**src/rtl/alu_overflow_monitor.sv**
```systemverilog
// Two-stage add/sub/pass/AND unit with signed-overflow detection, optional saturation,
// a sticky overflow flag and a saturating overflow-event counter.
module alu_overflow_monitor #(
    parameter int WIDTH = 4,
    parameter int CNT_W = 8
) (
    input  logic             clk,
    input  logic             rst,
    input  logic             in_valid,
    input  logic [1:0]       op_code,
    input  logic [WIDTH-1:0] a,
    input  logic [WIDTH-1:0] b,
    input  logic             sat_en,
    input  logic             clr_sticky,
    output logic             out_valid,
    output logic [WIDTH-1:0] y,
    output logic             carry_out,
    output logic             ovf,
    output logic             sticky_ovf,
    output logic [CNT_W-1:0] ovf_count
);

    localparam int MSB = WIDTH - 1;

    localparam logic [1:0] OP_PASS = 2'b00;
    localparam logic [1:0] OP_ADD  = 2'b01;
    localparam logic [1:0] OP_SUB  = 2'b10;
    localparam logic [1:0] OP_AND  = 2'b11;

    localparam logic [WIDTH:0]   RAW_ONE = 1;
    localparam logic [CNT_W-1:0] CNT_ONE = 1;
    localparam logic [CNT_W-1:0] CNT_MAX = '1;

    logic             s1Valid;
    logic [WIDTH-1:0] s1A;
    logic [WIDTH-1:0] s1B;
    logic [1:0]       s1Op;
    logic             s1Sat;

    logic [WIDTH:0]   addRaw;
    logic [WIDTH:0]   subRaw;
    logic [WIDTH:0]   rawRes;
    logic             rawOvf;
    logic [WIDTH-1:0] satVal;
    logic [WIDTH-1:0] resY;
    logic             newEvent;

    // Operand capture stage; operands only load on accepted ops.
    always_ff @(posedge clk or posedge rst) begin
        if (rst) begin
            s1Valid <= 1'b0;
            s1A     <= '0;
            s1B     <= '0;
            s1Op    <= OP_PASS;
            s1Sat   <= 1'b0;
        end else begin
            s1Valid <= in_valid;
            if (in_valid) begin
                s1A   <= a;
                s1B   <= b;
                s1Op  <= op_code;
                s1Sat <= sat_en;
            end
        end
    end

    // Subtraction is A + ~B + 1 so carry_out naturally reads as "no borrow".
    always_comb begin
        addRaw = {1'b0, s1A} + {1'b0, s1B};
        subRaw = {1'b0, s1A} + {1'b0, ~s1B} + RAW_ONE;
        rawRes = {1'b0, s1A};
        rawOvf = 1'b0;
        case (s1Op)
            OP_ADD: begin
                rawRes = addRaw;
                rawOvf = (s1A[MSB] == s1B[MSB]) && (addRaw[MSB] != s1A[MSB]);
            end
            OP_SUB: begin
                rawRes = subRaw;
                rawOvf = (s1A[MSB] != s1B[MSB]) && (subRaw[MSB] != s1A[MSB]);
            end
            OP_AND: rawRes = {1'b0, s1A & s1B};
            default: rawRes = {1'b0, s1A};
        endcase
        satVal   = s1A[MSB] ? {1'b1, {(WIDTH-1){1'b0}}} : {1'b0, {(WIDTH-1){1'b1}}};
        resY     = (s1Sat && rawOvf) ? satVal : rawRes[WIDTH-1:0];
        newEvent = s1Valid && rawOvf;
    end

    // Result stage; y/carry/ovf hold their previous values on idle cycles.
    always_ff @(posedge clk or posedge rst) begin
        if (rst) begin
            out_valid <= 1'b0;
            y         <= '0;
            carry_out <= 1'b0;
            ovf       <= 1'b0;
        end else begin
            out_valid <= s1Valid;
            if (s1Valid) begin
                y         <= resY;
                carry_out <= rawRes[WIDTH];
                ovf       <= rawOvf;
            end
        end
    end

    // A new overflow event takes priority over a coincident clear.
    always_ff @(posedge clk or posedge rst) begin
        if (rst) begin
            sticky_ovf <= 1'b0;
            ovf_count  <= '0;
        end else if (newEvent) begin
            sticky_ovf <= 1'b1;
            if (clr_sticky) begin
                ovf_count <= CNT_ONE;
            end else if (ovf_count != CNT_MAX) begin
                ovf_count <= ovf_count + CNT_ONE;
            end
        end else if (clr_sticky) begin
            sticky_ovf <= 1'b0;
            ovf_count  <= '0;
        end
    end

endmodule

```
**config.mk**
```make
export PLATFORM = sky130hd
export DESIGN_NAME = alu_overflow_monitor
export DESIGN_NICKNAME = d
export VERILOG_FILES = /design/src/rtl/alu_overflow_monitor.sv
export SDC_FILE = /design/constraint.sdc
export NUM_CORES = 1
export LEC_CHECK = 0
export CORE_ASPECT_RATIO = 0.75
export CORE_UTILIZATION = 40
export DETAILED_ROUTE_END_ITERATION = 8
export PLACE_DENSITY = 0.66
export SYNTH_ARGS = -nofsm -noshare
export SYNTH_HDL_FRONTEND = slang
export SYNTH_SLANG_ARGS = --single-unit
```
**constraint.sdc**
```tcl
create_clock -name clk -period 4.2 [get_ports clk]
set_input_delay 0.84 -clock clk [delete_from_list [all_inputs] [get_ports clk]]
set_output_delay 0.84 -clock clk [all_outputs]
set_load 0.02 [all_outputs]
```
# Word level (Yosys, flattened, before mapping)
# Cells that the tools add are included.
[classes]
mux = 10
n_reduce_logical = 7
n_eq_ne = 8
add_sub_neg = 4
n_bitwise = 2
[ops]
columns = ["cell", "count"]
rows = [
  ["8-bit 2-to-1 mux", 4],
  ["5-bit case mux with 3 select lines", 1],
  ["4-bit by 4-bit adder with 5-bit output", 2],
  ["8-bit by 1-bit adder with 8-bit output, second input constant", 1],
  ["4-bit 2-to-1 mux", 2],
  ["8-bit != test, second input constant", 1],
  ["5-bit by 1-bit adder with 5-bit output, second input constant", 1],
  ["4-bit AND", 1],
  ["2-bit equality test, second input constant", 2],
  ["1-bit logical AND", 4],
  ["4-bit inverter", 1],
  ["2-bit nonzero test", 2],
  ["1-bit != test", 3],
  ["2-bit by 1-bit equality test with 1-bit output, second input constant", 1],
  ["1-bit 2-to-1 mux", 2],
  ["1-bit case mux with 2 select lines", 1],
  ["2-bit AND reduction", 1],
  ["1-bit equality test", 1],
]
[word_totals]
register_bits = 28
word_cells = 42

# Logic depth before layout (Yosys ltp)
# Gate-level depths: netlist of run 1.
[logic_depth]
ltp_word = 9
ltp_mapped = 9
mapped_depth_nobuf = 9

# Least setup slack after synthesis of run 1
# No wires, ideal clock.
[synth_path]
kind = "register to register"
from = "reg s1A[2]"
to = "reg ovf_count[2]"
path_slack_ps = 1920
setup_ps = 128
synth_period_minus_slack_ps = 2280
path_stages_with_launch = 8
arrival_ps = 2152
path_cell_list = "dfrtp_1 > ha_1 > a21oi_1 > a21oi_1 > or4b_1 > buf_4 > a21oi_1 > mux2_1"
[synth_between]
elab_chain_len = 8
elab_cells_between_ends = 12
classes_between = "add/sub (3); eq/ne (2); mux (2); reduce/logical (5)"
[synth_lines]
columns = ["element", "line_no", "rtl"]
rows = [
  ["from (decl)", "35", "logic [WIDTH-1:0] s1A;"],
  ["from (signal assigned)", "52", "s1A <= '0;"],
  ["from (signal assigned)", "59", "s1A <= a;"],
  ["4-bit by 4-bit adder with 5-bit output", "70", "subRaw = {1'b0, s1A} + {1'b0, ~s1B} + RAW_ONE;"],
  ["5-bit by 1-bit adder with 5-bit output", "70", ""],
  ["1-bit != test", "80", "rawOvf = (s1A[MSB] != s1B[MSB]) && (subRaw[MSB] != s1A[MSB]);"],
  ["1-bit logical AND", "80", ""],
  ["1-bit case mux with 2 select lines *", "73", "case (s1Op)"],
  ["1-bit logical AND *", "87", "newEvent = s1Valid && rawOvf;"],
  ["2-bit nonzero test (no source line)", "-", ""],
  ["2-bit AND reduction (no source line)", "-", ""],
  ["to (signal assigned)", "117", "ovf_count <= ovf_count + CNT_ONE;"],
  ["to (decl)", "20", "output logic [CNT_W-1:0] ovf_count"],
]
# Every way passes the cells marked *; elsewhere a longest branch is shown, timed or not.
# A chain may end at the register's enable or synchronous reset.

# Worst setup path in the final report of run 1
[layout_path]
from = "reg s1A[2]"
to = "reg ovf_count[3]"
# The elaborated chain is that of the path after synthesis.

==> summary.txt, run 1 <==
Share of post-route cells with drive strength above 1 - 8.78%
Async set or reset register ratio after synthesis - 100%
Worst reg2reg setup slack - 1.62 ns
Top FF cell, synth - dfrtp_1
Detailed-route DRC error count - 0
Worst-path clk slew - 0.10 ns
Adder-Cell Fraction of Synth Area - 11.6%
DP HPWL - 2.98 mm
Final Max Slew Viols - 0
Mapped Avg Cell Area - 9.92 µm²
CP Max Fanout - 9
Sequential share of the synthesized area - 40.1%
FF-to-FF Start - s1A[2]
Synthesized instance count - 176
Nets - 236
Post-synth EDFFs - 0
Die area - 4640 µm²
Combinational family with the most area after synthesis - compound AO/OA/AOI/OAI gates
Slew HR - 29.6%
WP data required - 4.37 ns
Drt total wl - 3.87 mm
Syn_nets - 206
Mux contribution to synthesized area - 6.38%
Critical path startpoint category - flop
Worst-skew pair later-pin latency - 0.28 ns
Cell Area, Placed - 2090 µm²
Vias in the first global route - 1358
Min Tclk post-route - 2.58 ns
Die W - 78.3 µm
Starting density of the core - 42.3%
Slew @ Worst Pin - 1.05 ns
1st-pass router iterations - 5
Fmax - 388 MHz
Crit. End Element - flop
Hold Path Sink - out_valid
# setup viols final - 0
H-tree levels - 1
Ys Warns - 0
Leak pwr - 0.000892 µW
Hold path depth - 0
CP Launch Point - s1A[2]
Area Growth Syn to Fin - 23.0%
CP arrival - 2.75 ns
Clk root buf - clkbuf_8
Finished Cell Area - 2150 µm²
GRT overflow - 0
Number of I/O port buffers - 30
Synth Area in Compound Gates - 22.2%
Final ANT Viol Nets - 0
Routed WL per cell - 14.9 µm
Outcome - completed
ANT cells - 0
Worst reg2reg endpoint - ovf_count[3]
# hold bufs at CTS - 0
Worst min path class - reg -> reg
Post-Syn Area - 1750 µm²
Hold Crit Start - s1Valid
Clock skew - 0.00543 ns
# Post-CTS Setup Buffers - 0
First-pass GRT wire length - 6.42 mm
DRT iter0 DRCs - 123
Synth Area in Simple Gates - 14.0%
Pwr dens - 320 nW/µm²
Max cap viols - 0
VDD IR max - 0.000172 V
Cell variety after synth - 45
Die H - 59.2 µm
Crit path kind - reg -> reg
Core outline area - 4130 µm²
Largest net degree at the start of global routing - 29
GRT Util Overall - 18.0%
Setup TNS - 0 ns
XOR/XNOR Fraction of Synth Area - 0.501%
# clock sinks - 28
Vias/cell - 5.55
Vias - 1442
RSZ-0062 raised after global routing - false
Worst Reg2Reg Path Length in Cells - 6
Num CTS Buffers - 3
Rows - 20
Hold Fails Final Rpt - 0
CTS tree - built
Number of register bits inferred by synthesis - 28
Placer Congestion - 0.851
Final worst-path cycle share - 61.3%
Top Ports - 31
Initial antenna violation count - 0
CTS resizes - 0
CTS max path bufs - 2
[cell usage after synthesis (2+ instances only)]
master	count	area share (%)
nand2_1	23	4.9
nand3_1	4	1.1
nor3_1	2	0.57
nand4_1	2	0.72
mux2_2	4	2.6
a2bb2oi_1	2	1.0
a21oi_1	13	3.7
o21ai_0	13	3.7
ha_1	13	9.3
dfrtp_1	28	40
a211oi_1	2	0.86
clkbuf_1	3	0.64
mux2_1	3	1.9
a221o_1	4	2.3
nor2_1	7	1.5
fa_1	2	2.3
a221oi_1	2	1.0
o221a_2	2	1.3
a211oi_2	2	1.4
inv_1	18	3.9
nor2b_1	3	1.1
[where the power goes]
group,total [µW],internal [µW],switching (µW)
Clock,173,84.2,88.5
Combinational,202,93.6,109
Sequential,313,293,19.5
Total,688,471,217
[placed cells by master, fill, tap and decap left out, types with 2 or more instances in the layout]
master	synthesis	routed
nor2_1	7	7
o221a_2	2	2
nand3_1	4	4
mux2_1	3	3
nand4_1	2	2
a211oi_1	2	2
a21oi_1	13	13
a221oi_1	2	2
ha_1	13	13
clkdlybuf4s50_1	0	30
nor3_1	2	2
dfrtp_1	28	28
a211oi_2	2	2
fa_1	2	2
mux2_2	4	4
a221o_1	4	4
inv_1	18	18
nor2b_1	3	3
clkbuf_8	0	4
o21ai_0	13	13
nand2_1	23	23
a2bb2oi_1	2	2
[cells by family after synthesis]
kind of cell | after synthesis
AO/OA/AOI/OAI | 50
AND/OR/NAND/NOR | 50
flip-flops | 28
buffers and inverters | 23
adder cells (fa/ha/maj) | 15
multiplexers | 9
XOR/XNOR | 1
[state kept, by name (all words and copies together) (netlist names)]
signal      flops
s1A             4
s1Valid         1
s1Sat           1
ovf_count       8
out_valid       1
ovf             1
s1Op            2
carry_out       1
s1B             4
y               4
sticky_ovf      1
[worst max-delay path by stage]
stage	slack (ns)	endpoint	cells past startpoint
after floorplan	1.92	ovf_count[2]	7
after global placement	1.75	ovf_count[5]	6
after detailed placement	1.68	ovf_count[3]	6
after CTS	1.65	ovf_count[2]	6
after global routing	1.52	ovf_count[2]	6
final	1.62	ovf_count[3]	6
[routing by layer]
metal | global-route usage (%) | routed length (µm) | part of all wire, % | vias to the layer above
met5 | 0 | 0 | 0 | -
met4 | 4.50 | 46 | 1.2 | 0
met1 | 26.1 | 1860 | 48 | 687
met3 | 3.85 | 278 | 7.2 | 8
li1 | - | - | - | 689
met2 | 27.4 | 1690 | 44 | 58
[worst max-delay path, stage by stage (launching register included)]
cell	delay, ns
dfrtp_1	0.43
ha_1	0.39
a21oi_1	0.24
a21oi_1	0.12
or4b_1	0.73
a21oi_1	0.22
mux2_1	0.34
[metrics by stage]
| step | hold WS [ns] | setup WS (ns) | instances | util [%] | total power [µW] |
|---|---|---|---|---|---|
| after floorplan | 0.422 | 1.92 | 176 | - | 447 |
| after global placement | 0.464 | 1.75 | 256 | 50.7 | 513 |
| after detailed placement | 0.484 | 1.68 | 256 | 50.7 | 519 |
| after CTS | 0.505 | 1.65 | 260 | 52.0 | 693 |
| after global routing | 0.533 | 1.52 | 260 | 52.0 | 725 |
| final | 0.491 | 1.62 | 260 | 52.0 | 688 |
[area by class of cell]
| cell class | count | area, µm² |
|---|---|---|
| Tap cell | 55 | 68.8 |
| Clock buffer | 4 | 55.1 |
| Timing Repair Buffer | 30 | 300 |
| Sequential cell | 28 | 701 |
| Multi-Input combinational cell | 125 | 956 |
| Fill cell | 378 | 1980 |
| Inverter | 18 | 67.6 |
(Power assumes the default switching activity.)
==> run 2, diff against run 1 <==
==> constraint.sdc (replaced) <==
create_clock -name clk -period 2.4 [get_ports clk]
set_input_delay 0.48 -clock clk [delete_from_list [all_inputs] [get_ports clk]]
set_output_delay 0.48 -clock clk [all_outputs]
set_load 0.02 [all_outputs]
==> summary.txt, run 2 (synthesis results as in run 1) <==
Crit-path slowest cell - or4b_4
VDD IR max - 0.000321 V
# clock sinks - 28
ANT cells - 0
Outcome - completed
Worst min path class - reg -> reg
Hold Fails Final Rpt - 0
Leak pwr - 0.000933 µW
DRT iter0 DRCs - 161
CP Max Fanout - 9
Initial antenna violation count - 0
Nets - 246
Clock skew - 0.00527 ns
Critical path's largest stage delay - 0.57 ns
Min Tclk post-route - 2.38 ns
Share of post-route cells with drive strength above 1 - 14.5%
RSZ-0062 raised after global routing - true
CP arrival - 2.54 ns
GRT overflow - 0
Vias - 1452
Die area - 4640 µm²
Worst setup margin - 0.0163 ns
Placer Congestion - 0.855
Sw frac - 31.9%
Starting density of the core - 42.3%
H-tree levels - 1
DP HPWL - 3.09 mm
Final ANT Viol Nets - 0
Pwr dens - 537 nW/µm²
WHS - 0.491 ns
Clock group share of total power - 21.7%
Max cap viols - 0
Slew @ Worst Pin - 0.606 ns
GRT Util Overall - 18.5%
Largest net degree at the start of global routing - 29
Critical path startpoint category - flop
Commonest non-fill, non-tap cell in the layout - clkdlybuf4s50_1
Vias/cell - 5.40
Area Growth Syn to Fin - 27.3%
Number of flip-flops in the largest register - 8
Crit-path cells - inv_1 > ha_2 > nand3b_1 > and3_1 > or4b_4 > a21oi_1 > mux2_1
Most frequent cells in the layout - clkdlybuf4s50_1 (30), dfrtp_1 (28), nand2_1 (23)
Switching power - 381 µW
Rows - 20
Biggest register - ovf_count
Die H - 59.2 µm
Drt total wl - 3.99 mm
Final Max Slew Viols - 0
Worst-skew pair later-pin latency - 0.28 ns
Detailed-route DRC error count - 0
Worst reg2reg setup slack - 0.02 ns
Num CTS Buffers - 3
Routed WL per cell - 14.8 µm
Crit. End Element - flop
WP data required - 2.56 ns
CTS tree - built
Gate power share - 32.9%
Core outline area - 4130 µm²
Slew HR - 59.2%
Number of I/O port buffers - 30
Vias in the first global route - 1342
CTS max path bufs - 2
Clk root buf - clkbuf_8
Fmax - 420 MHz
Pint - 812 µW
Final worst-path cycle share - 99.3%
Reg power frac - 45.4%
Die W - 78.3 µm
First-pass GRT wire length - 6.51 mm
1st-pass router iterations - 4
Top Ports - 31
Crit path kind - reg -> reg
Worst-path clk slew - 0.10 ns
# setup viols final - 0
Dpl ws - -0.108 ns
[run 2: cell types whose count changed in the layout (fill, tap and decap cells not counted), sizes merged]
cell and delta:
clkbuf -1, buf +10
[run 2: cell type report]
cell class,count,area (µm²)
fill,385,1910
multi-input combinational,125,970
sequential,28,701
timing repair buffer,40,375
tap,55,68.8
inverter,18,67.6
clock buffer,3,41.3
[run 2: through the flow]
| step | utilization, % | std cells | total power [µW] | setup TNS (ns) | area, µm² |
|---|---|---|---|---|---|
| floorplan | - | 176 | 783 | 0 | 1750 |
| global placement | 52.0 | 263 | 913 | -0.0398 | 2150 |
| detailed placement | 52.0 | 263 | 924 | -0.290 | 2150 |
| CTS | 53.1 | 266 | 1180 | 0 | 2190 |
| global route | 53.8 | 269 | 1260 | -0.0223 | 2220 |
| finish | 53.8 | 269 | 1190 | 0 | 2220 |
[run 2: metal layers]
metal / vias to the layer above / share of wire, % / global-route usage, %
met5: - / 0 / 0
met4: 0 / 0 / 2.38
met3: 0 / 5.5 / 3.69
met2: 57 / 45 / 29.9
met1: 687 / 50 / 26.4
li1: 708 / - / -
[run 2: path summary, 6_finish.rpt]
path,cells past startpoint,from,end
max,7,s1B[2],ovf_count[3]
min reg2reg,0,s1Valid,out_valid
max reg2reg,7,s1B[2],ovf_count[3]
min in group asynchronous,3,rst,ovf_count[1]
max in group asynchronous,3,rst,s1Sat
min,0,s1Valid,out_valid
[run 2: worst max-delay path: cells and delay by family, from the launching register on]
family	cells	cell delay [ns]
muxes	1	0.34
DFF	1	0.35
AOI/OAI and AO/OA	1	0.19
and+or+nand+nor	3	0.93
adders and majority gates	1	0.40
buffers and inverters	1	0.05
[run 2: power by group through the flow]
stage | Clock [µW] | Sequential [µW] | Combinational (µW)
after global routing | 287 | 547 | 428
after global placement | 0 | 547 | 366
final | 259 | 541 | 393
after detailed placement | 0 | 552 | 372
after floorplan | 0 | 579 | 204
after CTS | 267 | 542 | 375
[run 2: timing repair]
action,CTS,global route
setup endpoints to repair,6,5
hold endpoints to repair,0,0
pin swaps,0,1
gates resized for setup,1,3
hold buffers,0,0
buffers inserted,0,3
